File: config.mk
export PLATFORM = sky130hd
export DESIGN_NAME = fetch_unit
export DESIGN_NICKNAME = d
export VERILOG_FILES = /design/src/rtl/fetch_pkg.sv /design/src/rtl/fetch_queue.sv /design/src/rtl/fetch_unit.sv
export SDC_FILE = /design/constraint.sdc
export NUM_CORES = 1
export LEC_CHECK = 0
export CAP_MARGIN = 20
export CORE_MARGIN = 8
export CORE_UTILIZATION = 60
export DETAILED_ROUTE_END_ITERATION = 8
export GPL_ROUTABILITY_DRIVEN = 0
export PLACE_DENSITY = 0.85
export SETUP_SLACK_MARGIN = 0.3
export SYNTH_ARGS = -nofsm -noshare
export SYNTH_HDL_FRONTEND = slang
export SYNTH_SLANG_ARGS = --single-unit
File: constraint.sdc
create_clock -name clk -period 6.6 [get_ports clk]
set_input_delay 1.32 -clock clk [delete_from_list [all_inputs] [get_ports clk]]
set_output_delay 1.32 -clock clk [all_outputs]
set_load 0.03 [all_outputs]
File: src/rtl/fetch_pkg.sv
// Shared types and constants for the instruction fetch unit.
package fetch_pkg;

    localparam int unsigned IMEM_WORDS = 1024;
    localparam logic [31:0] NOP_WORD   = 32'h0;

    typedef enum logic {
        FETCH,
        HALT
    } fetch_state_e;

    typedef struct packed {
        logic [31:0] data;
        logic [31:0] pc;
        logic        err;
    } fetch_entry_t;

endpackage

File: src/rtl/fetch_queue.sv
// In-order instruction queue with single-cycle flush; head is zero when empty.
module fetch_queue
    import fetch_pkg::*;
#(
    parameter int unsigned DEPTH = 4
) (
    input  logic                         clk,
    input  logic                         reset,
    input  logic                         flush,
    input  logic                         push,
    input  fetch_entry_t                 push_entry,
    input  logic                         pop,
    output logic                         head_valid,
    output fetch_entry_t                 head_entry,
    output logic [$clog2(DEPTH+1)-1:0]   count
);

    localparam int unsigned AW = (DEPTH > 1) ? $clog2(DEPTH) : 1;
    localparam int unsigned CW = $clog2(DEPTH + 1);

    fetch_entry_t  entries [DEPTH];
    logic [AW-1:0] rd_ptr;
    logic [AW-1:0] wr_ptr;
    logic [CW-1:0] count_q;
    logic          do_push;
    logic          do_pop;

    // Space is guaranteed by the caller's credit accounting.
    assign do_push = push && !flush;
    assign do_pop  = pop && (count_q != '0);

    always_ff @(posedge clk or negedge reset) begin
        if (!reset) begin
            rd_ptr  <= '0;
            wr_ptr  <= '0;
            count_q <= '0;
        end else if (flush) begin
            rd_ptr  <= '0;
            wr_ptr  <= '0;
            count_q <= '0;
        end else begin
            if (do_push) wr_ptr <= wr_ptr + 1'b1;
            if (do_pop)  rd_ptr <= rd_ptr + 1'b1;
            count_q <= count_q + CW'(do_push) - CW'(do_pop);
        end
    end

    always_ff @(posedge clk) begin
        if (do_push) entries[wr_ptr] <= push_entry;
    end

    assign head_valid = (count_q != '0);
    assign head_entry = head_valid ? entries[rd_ptr] : '0;
    assign count      = count_q;

endmodule

File: src/rtl/fetch_unit.sv
// Instruction fetch: credit-based request issue, redirect with stale-response discard.
// Optional address bounds check enabled by defining FETCH_BOUNDS_CHECK_EN.
module fetch_unit
    import fetch_pkg::*;
#(
    parameter int unsigned QUEUE_DEPTH = 4,
    parameter logic [31:0] RESET_PC    = 32'h00000000
) (
    input  logic        clk,
    input  logic        reset,
    input  logic        redirect_valid,
    input  logic [31:0] redirect_pc,
    output logic        mem_req_valid,
    input  logic        mem_req_ready,
    output logic [31:0] mem_req_addr,
    input  logic        mem_rsp_valid,
    input  logic [31:0] mem_rsp_data,
    output logic        inst_valid,
    input  logic        inst_ready,
    output logic [31:0] inst_data,
    output logic [31:0] inst_pc,
    output logic        inst_err
);

    localparam int unsigned   CW      = $clog2(QUEUE_DEPTH + 1);
    localparam logic [CW:0]   DEPTH_C = QUEUE_DEPTH[CW:0];

`ifdef FETCH_BOUNDS_CHECK_EN
    localparam logic BOUNDS_EN = 1'b1;
`else
    localparam logic BOUNDS_EN = 1'b0;
`endif

    fetch_state_e  state_q, state_d;
    logic [31:0]   fetch_pc_q, fetch_pc_d;
    logic [31:0]   rsp_pc_q, rsp_pc_d;
    logic [CW-1:0] outstanding_q, outstanding_d;
    logic [CW-1:0] discard_q, discard_d;
    logic [CW-1:0] occupancy;
    logic [CW:0]   credit_used;
    logic [CW:0]   inflight;
    logic [31:0]   redirect_target;
    logic          oob;
    logic          req_ok;
    logic          req_fire;
    logic          rsp_drop;
    logic          rsp_take;
    logic          err_push;
    logic          push;
    fetch_entry_t  push_entry;
    fetch_entry_t  head_entry;

    assign redirect_target = redirect_pc & ~32'h3;

`ifdef FETCH_BOUNDS_CHECK_EN
    assign oob = (fetch_pc_q[31:2] > 30'(IMEM_WORDS - 1));
`else
    assign oob = 1'b0;
`endif

    assign credit_used = {1'b0, outstanding_q} + {1'b0, occupancy};
    // Discards still in flight also hold credit so back-to-back redirects cannot overflow the counters.
    assign inflight    = {1'b0, outstanding_q} + {1'b0, discard_q};
    assign req_ok      = (state_q == FETCH) && !oob &&
                         (credit_used < DEPTH_C) && (inflight < DEPTH_C);

    assign mem_req_valid = reset && req_ok;
    assign mem_req_addr  = reset ? fetch_pc_q : '0;
    assign req_fire      = mem_req_valid && mem_req_ready;

    assign rsp_drop = mem_rsp_valid && (discard_q != '0);
    assign rsp_take = mem_rsp_valid && (discard_q == '0) && (outstanding_q != '0);
    assign err_push = oob && (state_q == FETCH) && (outstanding_q == '0) &&
                      (discard_q == '0) && (credit_used < DEPTH_C);

    always_comb begin
        state_d       = state_q;
        fetch_pc_d    = fetch_pc_q;
        rsp_pc_d      = rsp_pc_q;
        outstanding_d = outstanding_q;
        discard_d     = discard_q;
        push          = 1'b0;
        push_entry    = '0;
        if (redirect_valid) begin
            state_d       = FETCH;
            fetch_pc_d    = redirect_target;
            rsp_pc_d      = redirect_target;
            outstanding_d = '0;
            discard_d     = discard_q + outstanding_q + CW'(req_fire) - CW'(rsp_drop | rsp_take);
        end else begin
            if (req_fire) fetch_pc_d = fetch_pc_q + 32'd4;
            if (rsp_drop) discard_d = discard_q - 1'b1;
            outstanding_d = outstanding_q + CW'(req_fire) - CW'(rsp_take);
            if (rsp_take) begin
                push       = 1'b1;
                push_entry = '{data: mem_rsp_data, pc: rsp_pc_q, err: 1'b0};
                rsp_pc_d   = rsp_pc_q + 32'd4;
            end else if (err_push) begin
                push       = 1'b1;
                push_entry = '{data: NOP_WORD, pc: fetch_pc_q, err: 1'b1};
                state_d    = HALT;
            end
        end
    end

    always_ff @(posedge clk or negedge reset) begin
        if (!reset) begin
            state_q       <= FETCH;
            fetch_pc_q    <= RESET_PC;
            rsp_pc_q      <= RESET_PC;
            outstanding_q <= '0;
            discard_q     <= '0;
        end else begin
            state_q       <= state_d;
            fetch_pc_q    <= fetch_pc_d;
            rsp_pc_q      <= rsp_pc_d;
            outstanding_q <= outstanding_d;
            discard_q     <= discard_d;
        end
    end

    fetch_queue #(
        .DEPTH(QUEUE_DEPTH)
    ) u_queue (
        .clk        (clk),
        .reset      (reset),
        .flush      (redirect_valid),
        .push       (push),
        .push_entry (push_entry),
        .pop        (inst_ready),
        .head_valid (inst_valid),
        .head_entry (head_entry),
        .count      (occupancy)
    );

    assign inst_data = head_entry.data;
    assign inst_pc   = head_entry.pc;
    assign inst_err  = head_entry.err & BOUNDS_EN;

endmodule

==> results.md <==
- Status: finished, final reports clean
- Ant. Diodes: 0
- WS Path Type: register to output port
- Post-DRT Antenna Nets: 0
- Maxcap violations: 0
- Post-CTS setup buffer count: 0
- Site Rows: 57
- First-pass GRT wire length: between 40000 and 50000 um
- Worst-path clk slew: 0.06 ns
- GR Overflow Total: 0
- Area leader, netlist: edfxtp_1
- Drt drc: 0
- Num ports: 169
- Hpwl dp: 20100 um
- Max VDD drop: around 280 uV
- Slew of the pin with the lowest slew margin: 1.05 ns
- Die ar.: between 20000 and 30000 um^2
- Rel. slew slack: 0.302
- Switching share of total power: 0.314
- Clock root cell: clkbuf_16
- Initial antenna violation count: 0
- Area delta synth->final: 20.2%
- P_sw: between 0.0015 and 0.002 W
- Routed WL per cell: around 22 um
- Clock network power share: 0.295
- TritonCTS buffer count: 34
- Number of global-route vias before repair: between 8000 and 9000
- Buffers and inverters on the worst path: 2
- Core box area: roughly 24000 um^2
- Leakage power total: a little under 7 nW
- # port buffers: 163
- Power Dens Cells: roughly 340 nW/um^2
- Post-synth EDFFs: around 250
- Fin nets: around 1200
- Yosys Warn Count: 0
- Drt total wl: between 30000 and 40000 um
- CTS tree: done
- Ys async rst share: 0.225
- Most frequent cells in the layout: 252 x edfxtp_1, 162 x clkdlybuf4s50_1, 96 x and2_1, 71 x dfrtp_1, 65 x and3_1
- Pin count of the biggest net entering global routing: just under 100
- Htree depth: 2
- TNS Setup: 0 ns
- Commonest non-fill, non-tap cell in the layout: edfxtp_1
- Max layer used: met4
- Mapped Area: 14700 um^2
- Die X: around 170 um
- PostCTS Resize Cnt: 0
- Worst stage delay on the critical path: 1.08 ns
- Top_reg_cell synth: edfxtp_1
- Met2 WL: ~16000 um
- CP max-delay cell: dfrtp_4
- Worst hold-check path type: register to register
- Setup crit start kind: register
- Syn_area_per_cell: 15.3 um^2
- Area contributors post-synth: edfxtp_1 52%, dfrtp_1 12%, mux4_2 9.7%
- CP Max Fanout: about 50
- Met3 WL: 2240 um
- Fin crit period: around 4.7 ns
- Initial Util: 0.606
- WP data required: 5.28 ns
- Clk_lat worst skew: ~0.5 ns
- Setup Skew: approximately 0.016 ns
- Hold WS: between 0.6 and 0.7 ns
- Final worst path period share: 0.716
- Unrepaired setup endpoints after global routing: no
- Internal Power: between 0.004 and 0.005 W
- Seq pwr share: 0.415
- Met1 WL: between 10000 and 15000 um
- Final Hold Fails: 0
- Synth cell types: 52
- Final setup violation count: 0
- Clk sinks: 325
- Crit end category: output port
- Drt first-iter violations: between 700 and 800
- Cells along the critical path: buf_4 -> mux4_2 -> and2_1 -> clkdlybuf4s50_1
- Comb pwr share: 0.290
- Crit path max-delay family: flip-flops
- Max Freq: between 200 and 250 MHz
- Post-CTS Hold Buffers: 0
- Post-Synthesis Cells: 960
- Post-route total power: roughly 0.0060 W
- Via count: 8722
- Max-slew violation count: 0
- Area fraction of the dominant cell type after synthesis: 0.516
- GRT Total Usage: 0.217
- Drt pass-1 iters: 5
- Longest Clk Path Bufs: 3
- Worst Path Arrival: between 3 and 4 ns
- Proportion of layout cells with a drive suffix above 1: 0.154
- Seq/Total Area, Yosys: 0.641
- FF+latch count, synth: 325
- Die Span Y: around 170 um
- Via-per-instance ratio: 5.94
-- final timing paths --
check | end | cells after the start | start | slack, ns
max | inst_data[30] | 4 | u_queue.rd_ptr[0] | 1.88
min | fetch_pc_q[30] | 2 | fetch_pc_q[30] | 0.60
max reg2reg | discard_q[2] | 10 | outstanding_q[1] | 3.18
min reg2reg | fetch_pc_q[30] | 2 | fetch_pc_q[30] | 0.60
max in group asynchronous | fetch_pc_q[16] | 3 | reset | 4.66
min in group asynchronous | discard_q[0] | 1 | reset | 0.83
-- synth_stat cells (all sizes together), types with 2 or more instances --
| cell | n |
|---|---|
| a31oi | 5 |
| nand4 | 16 |
| a21boi | 6 |
| dfrtp | 73 |
| xnor2 | 40 |
| mux4 | 63 |
| buf | 17 |
| and3 | 69 |
| and4 | 11 |
| edfxtp | 252 |
| nor4 | 11 |
| nor2b | 3 |
| o21ai | 7 |
| a21oi | 12 |
| nand3 | 26 |
| nor3 | 19 |
| nor2 | 21 |
| nand2b | 6 |
| inv | 27 |
| ha | 18 |
| o21a | 3 |
| nand2 | 31 |
| a2111oi | 2 |
| mux2i | 3 |
| mux2 | 32 |
| or3 | 6 |
| or4 | 4 |
| clkbuf | 41 |
| o31a | 2 |
| fa | 4 |
| xor2 | 22 |
| and2 | 96 |
-- power by group through the flow --
stage	sequential (W)	clock, W	combinational (W)
after CTS	0.00249	0.00179	0.00176
final	0.00248	0.00177	0.00173
after global routing	0.00251	0.00188	0.00186
after global placement	0.00252	0	0.00172
after floorplan	0.00240	0	0.00126
after detailed placement	0.00253	0	0.00175
-- metrics by stage --
step | util | worst slack [ns] | instance area [um^2] | instances
global route | 0.729 | 1.65 | 17600 | 1468
finish | 0.729 | 1.88 | 17600 | 1468
global placement | 0.686 | 2.14 | 16600 | 1409
detailed placement | 0.686 | 2.15 | 16600 | 1409
CTS | 0.729 | 1.78 | 17600 | 1468
floorplan | - | 2.37 | 14700 | 966
-- per-layer routing --
| layer | vias up | track usage |
|---|---|---|
| met5 | - | 0 |
| met4 | 0 | 0.0630 |
| met3 | 48 | 0.0406 |
| met2 | 346 | 0.365 |
| met1 | 4393 | 0.285 |
| li1 | 3935 | - |
-- cell type report --
cell class,instances,area (um^2)
Tap cell,324,405
Timing Repair Buffer,177,1750
Multi-Input combinational cell,556,4940
Inverter,27,103
Fill cell,1456,6560
Clock buffer,41,908
Clock inverter,18,118
Sequential cell,325,9400
-- sequential cells by signal (all words and copies together) (netlist names) --
name             count
rsp_pc_q            30
u_queue.wr_ptr       2
u_queue.entries    252
fetch_pc_q          30
discard_q            3
outstanding_q        3
u_queue.count        3
u_queue.rd_ptr       2
-- kinds of logic after synthesis --
logic type | Yosys count | synth area share
AND/OR/NAND/NOR | 327 | 0.136
flip-flops | 325 | 0.641
multiplexers | 98 | 0.123
buffers and inverters | 85 | 0.0242
XOR/XNOR | 62 | 0.0370
AO/OA/AOI/OAI | 40 | 0.0178
adder cells (fa/ha/maj) | 22 | 0.0208
other | 1 | 0.000256
-- worst register-to-register path, delay by kind of cell (launching register included) --
kind | cells | cell delay [ns]
AO/OA/AOI/OAI | 3 | 1.00
XOR/XNOR | 1 | 0.14
adder cells (fa/ha/maj) | 3 | 1.18
buffers and inverters | 2 | 0.42
flip-flops | 1 | 0.49
AND/OR/NAND/NOR | 1 | 0.06
Power figures use the tool's default switching activity.
==> patch (same flow settings) <==
The option `FETCH_BOUNDS_CHECK_EN` is turned on by a define.
--- a/src/rtl/fetch_unit.sv
+++ b/src/rtl/fetch_unit.sv
@@ -1,5 +1,7 @@
 // Instruction fetch: credit-based request issue, redirect with stale-response discard.
 // Optional address bounds check enabled by defining FETCH_BOUNDS_CHECK_EN.
+`define FETCH_BOUNDS_CHECK_EN
+
 module fetch_unit
     import fetch_pkg::*;
 #(
Function: changed (a bounded check fails within 4 cycles, from zero or initial values and one cycle with reset low).
==> patch against the original RTL <==
- largest cell class unchanged
- first-iteration DRC count increased by 15%
- global-route usage increased by 0.60 points
- non-clock buffer count rose by 3
- worst setup slack better by 0.10 ns
- register-to-register slack worse by 0.07 ns
- highest routed layer unchanged
- synthesized area decreased by 0.23%
- total power up 4.6%
- critical path type unchanged
- final area up 0.45%
- sequential share of layout area grew 0.58 points
- sequential cell count is 5 higher
- via count up 0.69%
- clock power up 3%
- routed wire length rose by 2.5%
==> patch: results (changes against the original RTL) <==
* Top cells by area, synth: edfxtp_1, dfrtp_1, mux4_2 (unchanged)
* Peak VDD IR at 183 uV (was 281 uV)
* Worst R2R Setup Slack at 3.11 ns (was 3.18 ns)
* Synth Area per Inst at 15.4 um2 (was 15.3 um2)
* Global-route wire length before repair at 50,400 um (was 49,500 um)
* Leak at 6.70 nW (was 6.73 nW)
* Final cell count without fillers at 1,460 (was 1,468)
* Critical Path AT at 3.30 ns (was 3.40 ns)
* Post-synth ARST share at 0.224 (was 0.225)
* Placed cell count at 1,399 (was 1,409)
* EDFF count, synth at 256 (was 252)
* Fin Clk Skew at 0.0113 ns (was 0.0159 ns)
* CP Capture Point: inst_pc[29] (was inst_data[30])
* Share of cells above drive strength 1 at 0.155 (was 0.154)
* Post-DP HPWL at 20,600 um (was 20,100 um)
* Synth Area in Compound Gates at 0.0399 (was 0.0178)
* Fill count at 1,511 (was 1,456)
* XOR/XNOR Fraction of Synth Area at 0.0263 (was 0.0370)
* CP Max Fanout at 44 (was 49)
* Status: completed (unchanged)
* GR Util met3 at 0.0463 (was 0.0406)
* Vias in the first global route at 9,301 (was 8,962)
* Hold Path Origin: fetch_pc_q[27] (was fetch_pc_q[30])
* Clock share of power at 0.291 (was 0.295)
* Vias at 8,782 (was 8,722)
* Commonest cells in the netlist: edfxtp_1, and2_1, dfrtp_1, mux4_2, nand2_1 (was edfxtp_1, and2_1, dfrtp_1, and3_1, mux4_2)
* Mux contribution to synthesized area at 0.113 (was 0.123)
* Max Clock Freq at 216 MHz (was 212 MHz)
patch: per-stage QoR:
| stage | cell area, um2 | hold slack [ns] |
|---|---|---|
| after floorplan | 14600 | 0.527 |
| after global placement | 16600 | 0.551 |
| after detailed placement | 16600 | 0.562 |
| after CTS | 17700 | 0.577 |
| after global routing | 17700 | 0.600 |
| final | 17700 | 0.577 |
patch: final cells by class:
| cell class | count | share of cell area |
|---|---|---|
| tap | 324 | 0.0229 |
| clock inverter | 12 | 0.00495 |
| clock buffer | 48 | 0.0556 |
| multi-input combinational | 530 | 0.269 |
| inverter | 36 | 0.00785 |
| timing repair buffer | 180 | 0.101 |
| sequential | 330 | 0.539 |
patch: worst max-delay path, delay by kind of cell, from the launching register on:
kind          cells  cell delay (ns)
buf+inv           2             1.05
flops             1             1.04
mux               1             0.54
simple gates      1             0.17
